**config.mk**
```make
export PLATFORM = sky130hd
export DESIGN_NAME = osc_readout
export DESIGN_NICKNAME = d
export VERILOG_FILES = /design/src/rtl/osc_readout.sv
export SDC_FILE = /design/constraint.sdc
export NUM_CORES = 1
export LEC_CHECK = 0
export CAP_MARGIN = 25
export CORE_ASPECT_RATIO = 2
export CORE_UTILIZATION = 59
export CTS_BUF_LIST = sky130_fd_sc_hd__clkbuf_4
export DETAILED_ROUTE_END_ITERATION = 6
export PLACE_DENSITY_LB_ADDON = 0.3
export SLEW_MARGIN = 20
export SYNTH_ARGS = -nofsm -noshare
export SYNTH_HDL_FRONTEND = slang
export SYNTH_SLANG_ARGS = --single-unit
export TNS_END_PERCENT = 1
```
**constraint.sdc**
```tcl
create_clock -name CLOCK -period 3.3 [get_ports CLOCK]
set_input_delay 0.495 -clock CLOCK [delete_from_list [all_inputs] [get_ports CLOCK]]
set_output_delay 0.495 -clock CLOCK [all_outputs]
set_load 0.02 [all_outputs]
```
**src/rtl/osc_readout.sv**
```systemverilog
// osc_readout -- dumps a block of samples from an oscillator-bank sample
// memory as a stream of bytes to a serial transmitter.
//
// After a START request the block reads SAMPLE_COUNT samples, one at a time.
// For each sample it drives the address, waits READ_LATENCY cycles for the
// read data, then sends the sample MSB byte first over a valid/ready byte
// handshake. A one-cycle DONE pulse marks the end of the dump.
//
// Optional feature: define OSC_READOUT_HEADER_EN to send the sync bytes
// 0xA5, 0x5A before the first sample. Without the macro the header state and
// its logic are not built.
//
// Ports:
//   CLOCK     in   single clock, rising edge
//   RESET     in   synchronous reset, active low
//   START     in   single-cycle dump request; ignored while BUSY=1
//   ADDRESS   out  [ADD_WIDTH]  sample-memory read address
//   DATA      in   [DATA_WIDTH] sample-memory read data
//   TX_DATA   out  [8]          byte offered to the transmitter
//   TX_VALID  out  TX_DATA holds a valid byte
//   TX_READY  in   transmitter accepts the byte this cycle
//   BUSY      out  dump in progress
//   DONE      out  one-cycle pulse when a dump completes
module osc_readout #(
  parameter int ADD_WIDTH    = 16,
  parameter int DATA_WIDTH   = 16,
  parameter int SAMPLE_COUNT = 16384,
  parameter int READ_LATENCY = 3
) (
  input  logic                  CLOCK,
  input  logic                  RESET,
  input  logic                  START,
  output logic [ADD_WIDTH-1:0]  ADDRESS,
  input  logic [DATA_WIDTH-1:0] DATA,
  output logic [7:0]            TX_DATA,
  output logic                  TX_VALID,
  input  logic                  TX_READY,
  output logic                  BUSY,
  output logic                  DONE
);

  localparam int NBYTES = DATA_WIDTH / 8;
  localparam int BCW    = (NBYTES > 1) ? $clog2(NBYTES) : 1;
  // One extra bit so SAMPLE_COUNT = 2^ADD_WIDTH is reachable without wrap.
  localparam int IW     = ADD_WIDTH + 1;
  localparam logic [IW-1:0] LAST_IDX = IW'(SAMPLE_COUNT - 1);

  typedef enum logic [2:0] {
    IDLE,
`ifdef OSC_READOUT_HEADER_EN
    HEADER,
`endif
    ISSUE,
    WAIT,
    SEND,
    FINISH
  } state_t;

  state_t                state_q, state_d;
  logic [IW-1:0]         idx_q, idx_d;
  logic [ADD_WIDTH-1:0]  addr_q, addr_d;
  logic [2:0]            lat_q, lat_d;
  logic [DATA_WIDTH-1:0] shreg_q, shreg_d;
  logic [BCW-1:0]        bleft_q, bleft_d;
  logic [7:0]            txd_q, txd_d;
  logic                  txv_q, txv_d;
  logic [DATA_WIDTH-1:0] shifted;

  always_ff @(posedge CLOCK) begin
    if (!RESET) begin
      state_q <= IDLE;
      idx_q   <= '0;
      addr_q  <= '0;
      lat_q   <= '0;
      shreg_q <= '0;
      bleft_q <= '0;
      txd_q   <= '0;
      txv_q   <= 1'b0;
    end else begin
      state_q <= state_d;
      idx_q   <= idx_d;
      addr_q  <= addr_d;
      lat_q   <= lat_d;
      shreg_q <= shreg_d;
      bleft_q <= bleft_d;
      txd_q   <= txd_d;
      txv_q   <= txv_d;
    end
  end

  // TX_DATA/TX_VALID are registered and updated one byte ahead, so they
  // never depend combinationally on TX_READY and hold steady while stalled.
  // The shift register keeps the byte currently on TX_DATA in its top 8 bits.
  always_comb begin
    state_d = state_q;
    idx_d   = idx_q;
    addr_d  = addr_q;
    lat_d   = lat_q;
    shreg_d = shreg_q;
    bleft_d = bleft_q;
    txd_d   = txd_q;
    txv_d   = txv_q;
    shifted = shreg_q << 8;

    case (state_q)
      IDLE: begin
        if (START) begin
          idx_d = '0;
`ifdef OSC_READOUT_HEADER_EN
          state_d = HEADER;
          txv_d   = 1'b1;
          txd_d   = 8'hA5;
          bleft_d = BCW'(1);
`else
          state_d = ISSUE;
`endif
        end
      end
`ifdef OSC_READOUT_HEADER_EN
      HEADER: begin
        if (txv_q && TX_READY) begin
          if (bleft_q == '0) begin
            txv_d   = 1'b0;
            state_d = ISSUE;
          end else begin
            txd_d   = 8'h5A;
            bleft_d = '0;
          end
        end
      end
`endif
      ISSUE: begin
        addr_d  = idx_q[ADD_WIDTH-1:0];
        lat_d   = 3'(READ_LATENCY);
        state_d = WAIT;
      end
      WAIT: begin
        lat_d = lat_q - 3'd1;
        if (lat_q == 3'd1) begin
          shreg_d = DATA;
          txd_d   = DATA[DATA_WIDTH-1 -: 8];
          txv_d   = 1'b1;
          bleft_d = BCW'(NBYTES - 1);
          state_d = SEND;
        end
      end
      SEND: begin
        if (txv_q && TX_READY) begin
          if (bleft_q == '0) begin
            txv_d = 1'b0;
            if (idx_q < LAST_IDX) begin
              idx_d   = idx_q + IW'(1);
              state_d = ISSUE;
            end else begin
              addr_d  = '0;
              state_d = FINISH;
            end
          end else begin
            shreg_d = shifted;
            txd_d   = shifted[DATA_WIDTH-1 -: 8];
            bleft_d = bleft_q - BCW'(1);
          end
        end
      end
      FINISH: begin
        state_d = IDLE;
      end
      default: begin
        state_d = IDLE;
      end
    endcase
  end

  assign ADDRESS  = addr_q;
  assign TX_DATA  = txd_q;
  assign TX_VALID = txv_q;
  assign BUSY     = (state_q != IDLE) && (state_q != FINISH);
  assign DONE     = (state_q == FINISH);

endmodule

```
==> impl_metrics.json, run 1 <==
{
  "netlist_top_cells_area": "dfxtp_1 41%, nand2_1 11%, and2_1 5.2%, o21ai_0 4.9%, o221a_2 4.5%",
  "met2_usage_pct": 45.6,
  "overflow": 0,
  "clock_latency_ns": 0.40,
  "syn-cell-area_sq_um": 2770,
  "synthDistinctLibCells": 49,
  "htreeDepth": 3,
  "setup_tns_ns": 0,
  "drt_wl_total_mm": 6.04,
  "worstSetupPathType": "flip-flop to output pin",
  "ctsHoldBuffers": 0,
  "firstDrtPassIters": 4,
  "die_h_microns": 98.9,
  "avgSynthCellArea_sq_um": 8.29,
  "final_area_sq_um": 3330,
  "grt_use_total_pct": 26.8,
  "synth.largest_area_cell": "dfxtp_1",
  "yosys.area.top_type_share_pct": 41.2,
  "layout-drive-gt1-share_pct": 10.9,
  "numClockSinks": 57,
  "synth.net_count": 357,
  "detailed_place_hpwl_mm": 4.29,
  "vias": 2514,
  "diodes": 0,
  "min_path_type": "flip-flop to flip-flop",
  "grt_pass1_wl_mm": 10.1,
  "ant_nets": 0,
  "start_util_pct": 62.6,
  "pin_count": 47,
  "portBuffers": 46,
  "maxCapViolCount": 0,
  "worst_pin_slew_ns": 0.624,
  "synthCells": 334,
  "async_flop_share_pct": 0,
  "status": "completed",
  "clkSlewWorstSetupHoldPaths_ns": 0.09,
  "ys_warn_count": 0,
  "powerDensity_nw_per_um2": 399,
  "pre_cts_slack_ns": 1.03,
  "fin_skew_ns": 0.0142,
  "nets": 396,
  "syn2layout_area_growth_pct": 20.2,
  "grt_antenna_before_repair": 0,
  "cts_tree": "built",
  "synth_edf_count": 0,
  "rows": 34,
  "instances_no_fill": 431,
  "cp-start-kind": "flip-flop",
  "hold_viol": 0,
  "dominantRegCellSynth": "dfxtp_1",
  "die_w_microns": 50.4,
  "cts_setup_buffers": 0,
  "cts_root_buf": "clkbuf_4",
  "synth_most_common_cell": "nand2_1",
  "fin_crit_sh_pct": 76.5,
  "ir_drop_mv": 0.460,
  "cts_max_path_buffers": 2,
  "cts_resized": 0,
  "rsz0062_at_grt": "false",
  "synth-seq-area-share_pct": 41.2,
  "place_area_sq_um": 3200,
  "setup_viol": 0,
  "drtIter0Drc": 61,
  "synth_commonest_cells": "81 x nand2_1, 57 x dfxtp_1, 27 x o21ai_0",
  "die_area_sq_um": 4990,
  "fmax_mhz": 396,
  "placed_cells": 416,
  "maxSlewHeadroom_pct": 58.4,
  "crit_required_ns": 2.80,
  "period_needed_ns": 2.53,
  "place_congestion": 0.902,
  "post_drt_wl_per_cell_microns": 14.0,
  "grt.met3_usage_pct": 7.25,
  "grt_pass1_vias": 2432,
  "avgViaCountPerCell": 5.83,
  "grt_util_met1_pct": 25.6,
  "crit_fanout": 13,
  "cellLeakagePower_uw": 0.00122,
  "worst_slack_ns": 0.774,
  "end_kind": "output pin",
  "drv_slew": 0,
  "grt_max_degree": 58,
  "ys_ff_latch": 57,
  "worstPathArrival_ns": 2.03,
  "cts_buffers": 9,
  "core_area_sq_um": 4420,
  "busiest_layer": "met2",
  "drcViolationCount": 0,
  "fin_util_pct": 75.2
}
==> critical path, stage by stage, from the launching register on <==
cell	delay, ns
dfxtp_1	0.45
nor2_1	0.41
and2_1	0.18
clkdlybuf4s50_1	0.60
==> logic make-up (layout without fill, tap and decap cells) <==
kind of cell	count (synthesis)	after routing	share of synthesized area (%)
AOI/OAI and AO/OA	83	83	22.3
adders and majority gates	3	3	1.36
buffers and inverters	25	68	4.70
DFF	57	57	41.2
muxes	1	1	0.362
and+or+nand+nor	165	165	30.1
==> layout by cell type, fill, tap and decap left out, types with 3 or more instances in the layout <==
master,netlist,routed
nand3_1,11,11
o21ai_0,27,27
nor2_1,11,11
nor2b_1,3,3
a21boi_0,16,16
and3_1,5,5
nand2b_1,3,3
clkbuf_4,0,10
o221a_2,11,11
and2_1,23,23
ha_1,3,3
nand4_1,4,4
dfxtp_1,57,57
nor3_1,5,5
a21o_1,8,8
nand3b_1,3,3
nand2_1,81,81
clkdlybuf4s50_1,0,46
a21oi_1,5,5
inv_1,4,4
buf_4,2,3
a21boi_1,4,4
==> state kept, by name, summed over array words and instances (netlist names) <==
register and flops:
shreg_q 8, TX_VALID 1, bleft_q 1, TX_DATA 8, idx_q 17, state_q 3, ADDRESS 16, lat_q 3
==> metal layers <==
| metal | part of all wire (%) | routed length, microns |
|---|---|---|
| met1 | 39 | 2360 |
| met2 | 52 | 3130 |
| met3 | 3.8 | 228 |
| met4 | 5.4 | 326 |
| met5 | 0 | 0 |
==> area by class of cell <==
type	count	area, sq um
Multi-Input combinational cell	252	1500
Inverter	4	15.0
Clock inverter	5	47.5
Timing Repair Buffer	49	483
Fill cell	350	1100
Clock buffer	10	75.1
Sequential cell	57	1140
Tap cell	54	67.6
==> power breakdown <==
group	switching, uW	internal [uW]
registers	15.0	699
clock network	240	228
logic	81.1	63.6
total	336	991
==> final timing paths <==
path / startpoint / cells past startpoint / endpoint / slack (ns)
setup / recovery: state_q[0]$_SDFFE_PN0P_ / 3 / DONE / 0.77
hold / removal: TX_DATA[4]$_SDFFE_PN0P_ / 2 / TX_DATA[4]$_SDFFE_PN0P_ / 0.46
setup reg to reg: state_q[0]$_SDFFE_PN0P_ / 5 / TX_DATA[0]$_SDFFE_PN0P_ / 1.10
hold reg to reg: TX_DATA[4]$_SDFFE_PN0P_ / 2 / TX_DATA[4]$_SDFFE_PN0P_ / 0.46
==> through the flow <==
| step | hold WS, ns | total power [uW] |
|---|---|---|
| after floorplan | 0.441 | 825 |
| after global placement | 0.439 | 868 |
| after detailed placement | 0.444 | 873 |
| after CTS | 0.458 | 1340 |
| after global routing | 0.482 | 1390 |
| final | 0.459 | 1330 |
(Power assumes the default switching activity.)
==> run 2, diff against run 1 <==
CORE_UTILIZATION = 49   (was 59)
clock period = 2.1 ns   (was 3.3 ns; I/O delays follow)
==> impl_metrics.json, run 2 (synthesis gave the netlist of run 1 again) <==
{
  "status": "completed",
  "clock_latency_ns": 0.42,
  "layout-drive-gt1-share_pct": 13.0,
  "fillerInstances": 493,
  "die_area_sq_um": 5970,
  "crit_required_ns": 1.78,
  "die_h_microns": 108,
  "grt_max_degree": 58,
  "final_cell_mix": "81 x nand2_1, 57 x dfxtp_1, 45 x clkdlybuf4s50_1",
  "firstDrtPassIters": 4,
  "detailed_place_hpwl_mm": 4.31,
  "min_path_type": "flip-flop to flip-flop",
  "cts_tree": "built",
  "largest_reg_flops": 17,
  "crit_fanout": 9,
  "period_needed_ns": 2.02,
  "ctsHoldBuffers": 0,
  "critical-path-max-stage-delay_ns": 0.59,
  "start_util_pct": 51.1,
  "cts_buffers": 9,
  "cts_root_buf": "clkbuf_4",
  "maxCapViolCount": 0,
  "drv_slew": 0,
  "rsz0062_at_grt": "false",
  "drt_wl_total_mm": 6.12,
  "slowest_stage": "clkdlybuf4s50_1",
  "diodes": 0,
  "end_kind": "output pin",
  "vias": 2460,
  "ant_nets": 0,
  "rows": 38,
  "place_congestion": 0.866,
  "nets": 405,
  "powerDensity_nw_per_um2": 582,
  "cellLeakagePower_uw": 0.00127,
  "setup_tns_ns": 0,
  "core_area_sq_um": 5420,
  "regMostFlops": "idx_q",
  "layout_commonest_cell": "nand2_1",
  "instances_no_fill": 444,
  "ir_drop_mv": 0.410,
  "grt_pass1_vias": 2452,
  "cp-start-kind": "flip-flop",
  "avgViaCountPerCell": 5.54,
  "cts_max_path_buffers": 2,
  "worstSetupPathType": "flip-flop to output pin",
  "worstPathArrival_ns": 1.70,
  "drtIter0Drc": 80,
  "grt_use_total_pct": 24.2,
  "fin_skew_ns": 0.00970,
  "numClockSinks": 57,
  "fmax_mhz": 495,
  "htreeDepth": 3,
  "setup_viol": 0,
  "post_drt_wl_per_cell_microns": 13.8,
  "maxSlewHeadroom_pct": 59.4,
  "overflow": 0,
  "portBuffers": 46,
  "cp_cell_sequence": "nor2_4, inv_1, clkdlybuf4s50_1",
  "die_w_microns": 55.1,
  "worst_pin_slew_ns": 0.609,
  "syn2layout_area_growth_pct": 22.9,
  "fin_util_pct": 62.7,
  "placed_cells": 431,
  "r2r_slack_ns": 0.18,
  "grt_antenna_before_repair": 0,
  "grt_pass1_wl_mm": 10.4,
  "hold_viol": 0,
  "pin_count": 47,
  "clkSlewWorstSetupHoldPaths_ns": 0.09,
  "drcViolationCount": 0,
  "fin_crit_sh_pct": 96.2
}
==> run 2: changes by cell type in the layout (fill, tap and decap cells not counted), sizes merged <==
cell           previous run  this run
clkbuf                   10        11
clkinv                    4         2
bufinv                    1         0
buf                       3        12
clkdlybuf4s50            46        45
dlygate4sd2               0         1
==> run 2: critical path: cells and delay by family, from the launching register on <==
| family | cells | cell delay, ns |
|---|---|---|
| buf+inv | 2 | 0.66 |
| simple gates | 1 | 0.09 |
| flops | 1 | 0.53 |
==> run 2: report_power, final <==
part | leakage, uW | switching (uW) | internal (uW)
clock | 0.0000561 | 373 | 245
sequential | 0.000460 | 20.0 | 1100
combinational | 0.000754 | 133 | 111
==> run 2: cell type report <==
class / count / area (sq um) / share of cell area [%]
Multi-Input combinational cell: 252 / 1500 / 44.2
Clock buffer: 11 / 82.6 / 2.43
Inverter: 4 / 15.0 / 0.442
Sequential cell: 57 / 1140 / 33.6
Clock inverter: 2 / 8.76 / 0.258
Tap cell: 60 / 75.1 / 2.21
Timing Repair Buffer: 58 / 574 / 16.9
==> run 2: repair_timing <==
item,in CTS,in global routing
buffers inserted,0,0
endpoints found under the setup margin,2,0
gates resized for setup,3,0
==> run 2: final timing paths <==
path	start	to	cells past startpoint
setup / recovery	state_q[1]$_SDFFE_PN0P_	BUSY	3
hold / removal	TX_DATA[5]$_SDFFE_PN0P_	TX_DATA[5]$_SDFFE_PN0P_	2
setup reg to reg	idx_q[9]$_SDFFE_PN0P_	idx_q[2]$_SDFFE_PN0P_	5
hold reg to reg	TX_DATA[5]$_SDFFE_PN0P_	TX_DATA[5]$_SDFFE_PN0P_	2
==> run 2: layer usage <==
layer	wire, microns	GRT usage, %	up-vias
met4	200	13.6	0
met3	184	5.91	14
met2	3380	43.4	45
met1	2360	23.5	1145
met5	0	0	-
li1	-	-	1256
==> run 2: metrics by stage <==
stage / cell area (sq um) / total power [uW] / hold slack (ns) / setup slack, ns
2_1_floorplan: 2770 / 1300 / 0.441 / 0.429
6_report: 3400 / 1980 / 0.456 / 0.0808
3_5_place_dp: 3300 / 1380 / 0.445 / 0.0574
3_3_place_gp: 3300 / 1380 / 0.444 / 0.0768
5_1_grt: 3400 / 2070 / 0.488 / 0.0243
4_1_cts: 3400 / 2000 / 0.438 / 0.0657
==> edit: new RTL, settings of run 2 <==
Build with the macro `OSC_READOUT_HEADER_EN` defined.
--- a/src/rtl/osc_readout.sv
+++ b/src/rtl/osc_readout.sv
@@ -21,6 +21,8 @@
 //   TX_READY  in   transmitter accepts the byte this cycle
 //   BUSY      out  dump in progress
 //   DONE      out  one-cycle pulse when a dump completes
+`define OSC_READOUT_HEADER_EN
+
 module osc_readout #(
   parameter int ADD_WIDTH    = 16,
   parameter int DATA_WIDTH   = 16,
Behaviour: not the same (a bounded check fails within 4 cycles, from zero or initial values and one cycle with RESET low).
==> edit against run 2 <==
Total power is 0.87% higher. Worst setup slack better by 0.025 ns. Synthesized area is 4.1% higher. Count of clock-buffer cells in the layout is 1 lower. Non-clock buffer count is 21 higher. Design area is 8.8% higher. Sequential cell count stayed put. Routed wire length is 30% higher. Critical path type unchanged. Largest power group unchanged. Highest routed layer unchanged.
==> edit: results (changes against run 2) <==
mux contribution to synthesized area 1.39% (+1.0 points); global-route track usage on met3 5.85% (-0.052 points); Layout clock buffers 10 (-1); post-synthesis compound-gate area fraction 30.4% (+8.1 points); Site Rows 39 (+2.6%); clock tree buffer depth 2 (unchanged); Leakage Power 0.00131 uW (+3.2%); GP Congestion 0.964 (+11%); final std cells w/o fill 471 (+6.1%); sequential cell area share 30.9% (-2.6 points); syn_nets 362 (+1.4%); post-synthesis adder-cell area fraction 1.30% (-0.054 points); unique cell type count in the Yosys netlist 55 (+12%); measured slew at the worst slew-check pin 0.735 ns (+0.126 ns); Reg2Reg Setup Slack 0.21 ns (+0.03 ns); crit path max fanout 12 (+3); nonclk buf count 79 (+36%); post_cts resized 4 (+1); Finished Core Util 64.8% (+2.1 points); WL met2 4.42 mm (+31%); post-synthesis sequential area ratio 39.6% (-1.6 points); Metal-1 WL 2.81 mm (+19%); Post-Synth XOR/XNOR Area 0.304% (+0.30 points); largest net degree at the start of global routing 27 (-53%); Final Net Count 429 (+5.9%); signal buffers share of area 19.9% (+3.0 points); Worst VDD drop 0.559 mV (+36%); #MultiIn Comb 249 (-1.2%); grt met1 use 25.9% (+2.4 points); n_diodes 0 (unchanged); Initial DRC Count 121 (+51%); Multi-input gate area 1610 um^2 (+6.8%); met3 wire len 359 um (+95%); placed insts 455 (+5.6%); global-route wire length before repair 13.2 mm (+27%); Post-synth top cells 57 x dfxtp_1, 36 x nand2_1, 32 x o21ai_0, 16 x a22oi_1, 16 x a31oi_1; WL per Instance 16.9 um (+22%); dpl hpwl 5.89 mm (+37%); Hold Slack 0.458 ns (+0.00165 ns); layout cells sized above 1 16.6% (+3.6 points); clock network area share 2.67% (-0.014 points); fillers 502 (+1.8%); GR Util All Layers 27.2% (+3.0 points); Mapped Cells 339 (+1.5%); P_sw 537 uW (+2.2%); Final Skew 0.0111 ns (+0.00140 ns); worst slack, placed 0.123 ns (+0.0657 ns); Hold WC Path Type primary input to register; Inverters excl. clock 10 (+6); GRT met2 Usage 49.6% (+6.2 points); Peak Freq 0.502 GHz (+1.3%); dpl cell area 3570 um^2 (+8.1%); via count 2933 (+19%); status finished, final reports clean; Area contributors post-synth dfxtp_1 40%, o21ai_0 5.6%, nand2_1 4.7%; initial antenna violation count 0 (unchanged); sequential cell count 57 (unchanged)
## edit: cell types whose count changed after synthesis, moves of 7 or more
| cell | run 2 | this run |
|---|---|---|
| nand2_1 | 81 | 36 |
| and2_1 | 23 | 2 |
| a22oi_1 | 0 | 16 |
| a31oi_1 | 2 | 16 |
| a22o_1 | 0 | 9 |
| a21o_1 | 8 | 0 |
| nand4_1 | 4 | 11 |
| o221a_2 | 11 | 4 |
## edit: path summary, 6_finish.rpt
| check | from | endpoint | cells after the start |
|---|---|---|---|
| setup / recovery | state_q[0] | BUSY | 3 |
| hold / removal | DATA[1] | shreg_q[1] | 3 |
| hold reg to reg | ADDRESS[6] | ADDRESS[6] | 2 |
| setup reg to reg | idx_q[2] | idx_q[3] | 5 |
## edit: power groups by stage
stage | clock network [uW] | registers [uW] | logic [uW]
after floorplan | 0 | 1150 | 101
after detailed placement | 0 | 1140 | 231
after CTS | 662 | 1120 | 232
final | 647 | 1120 | 233
after global routing | 697 | 1120 | 248
after global placement | 0 | 1140 | 228
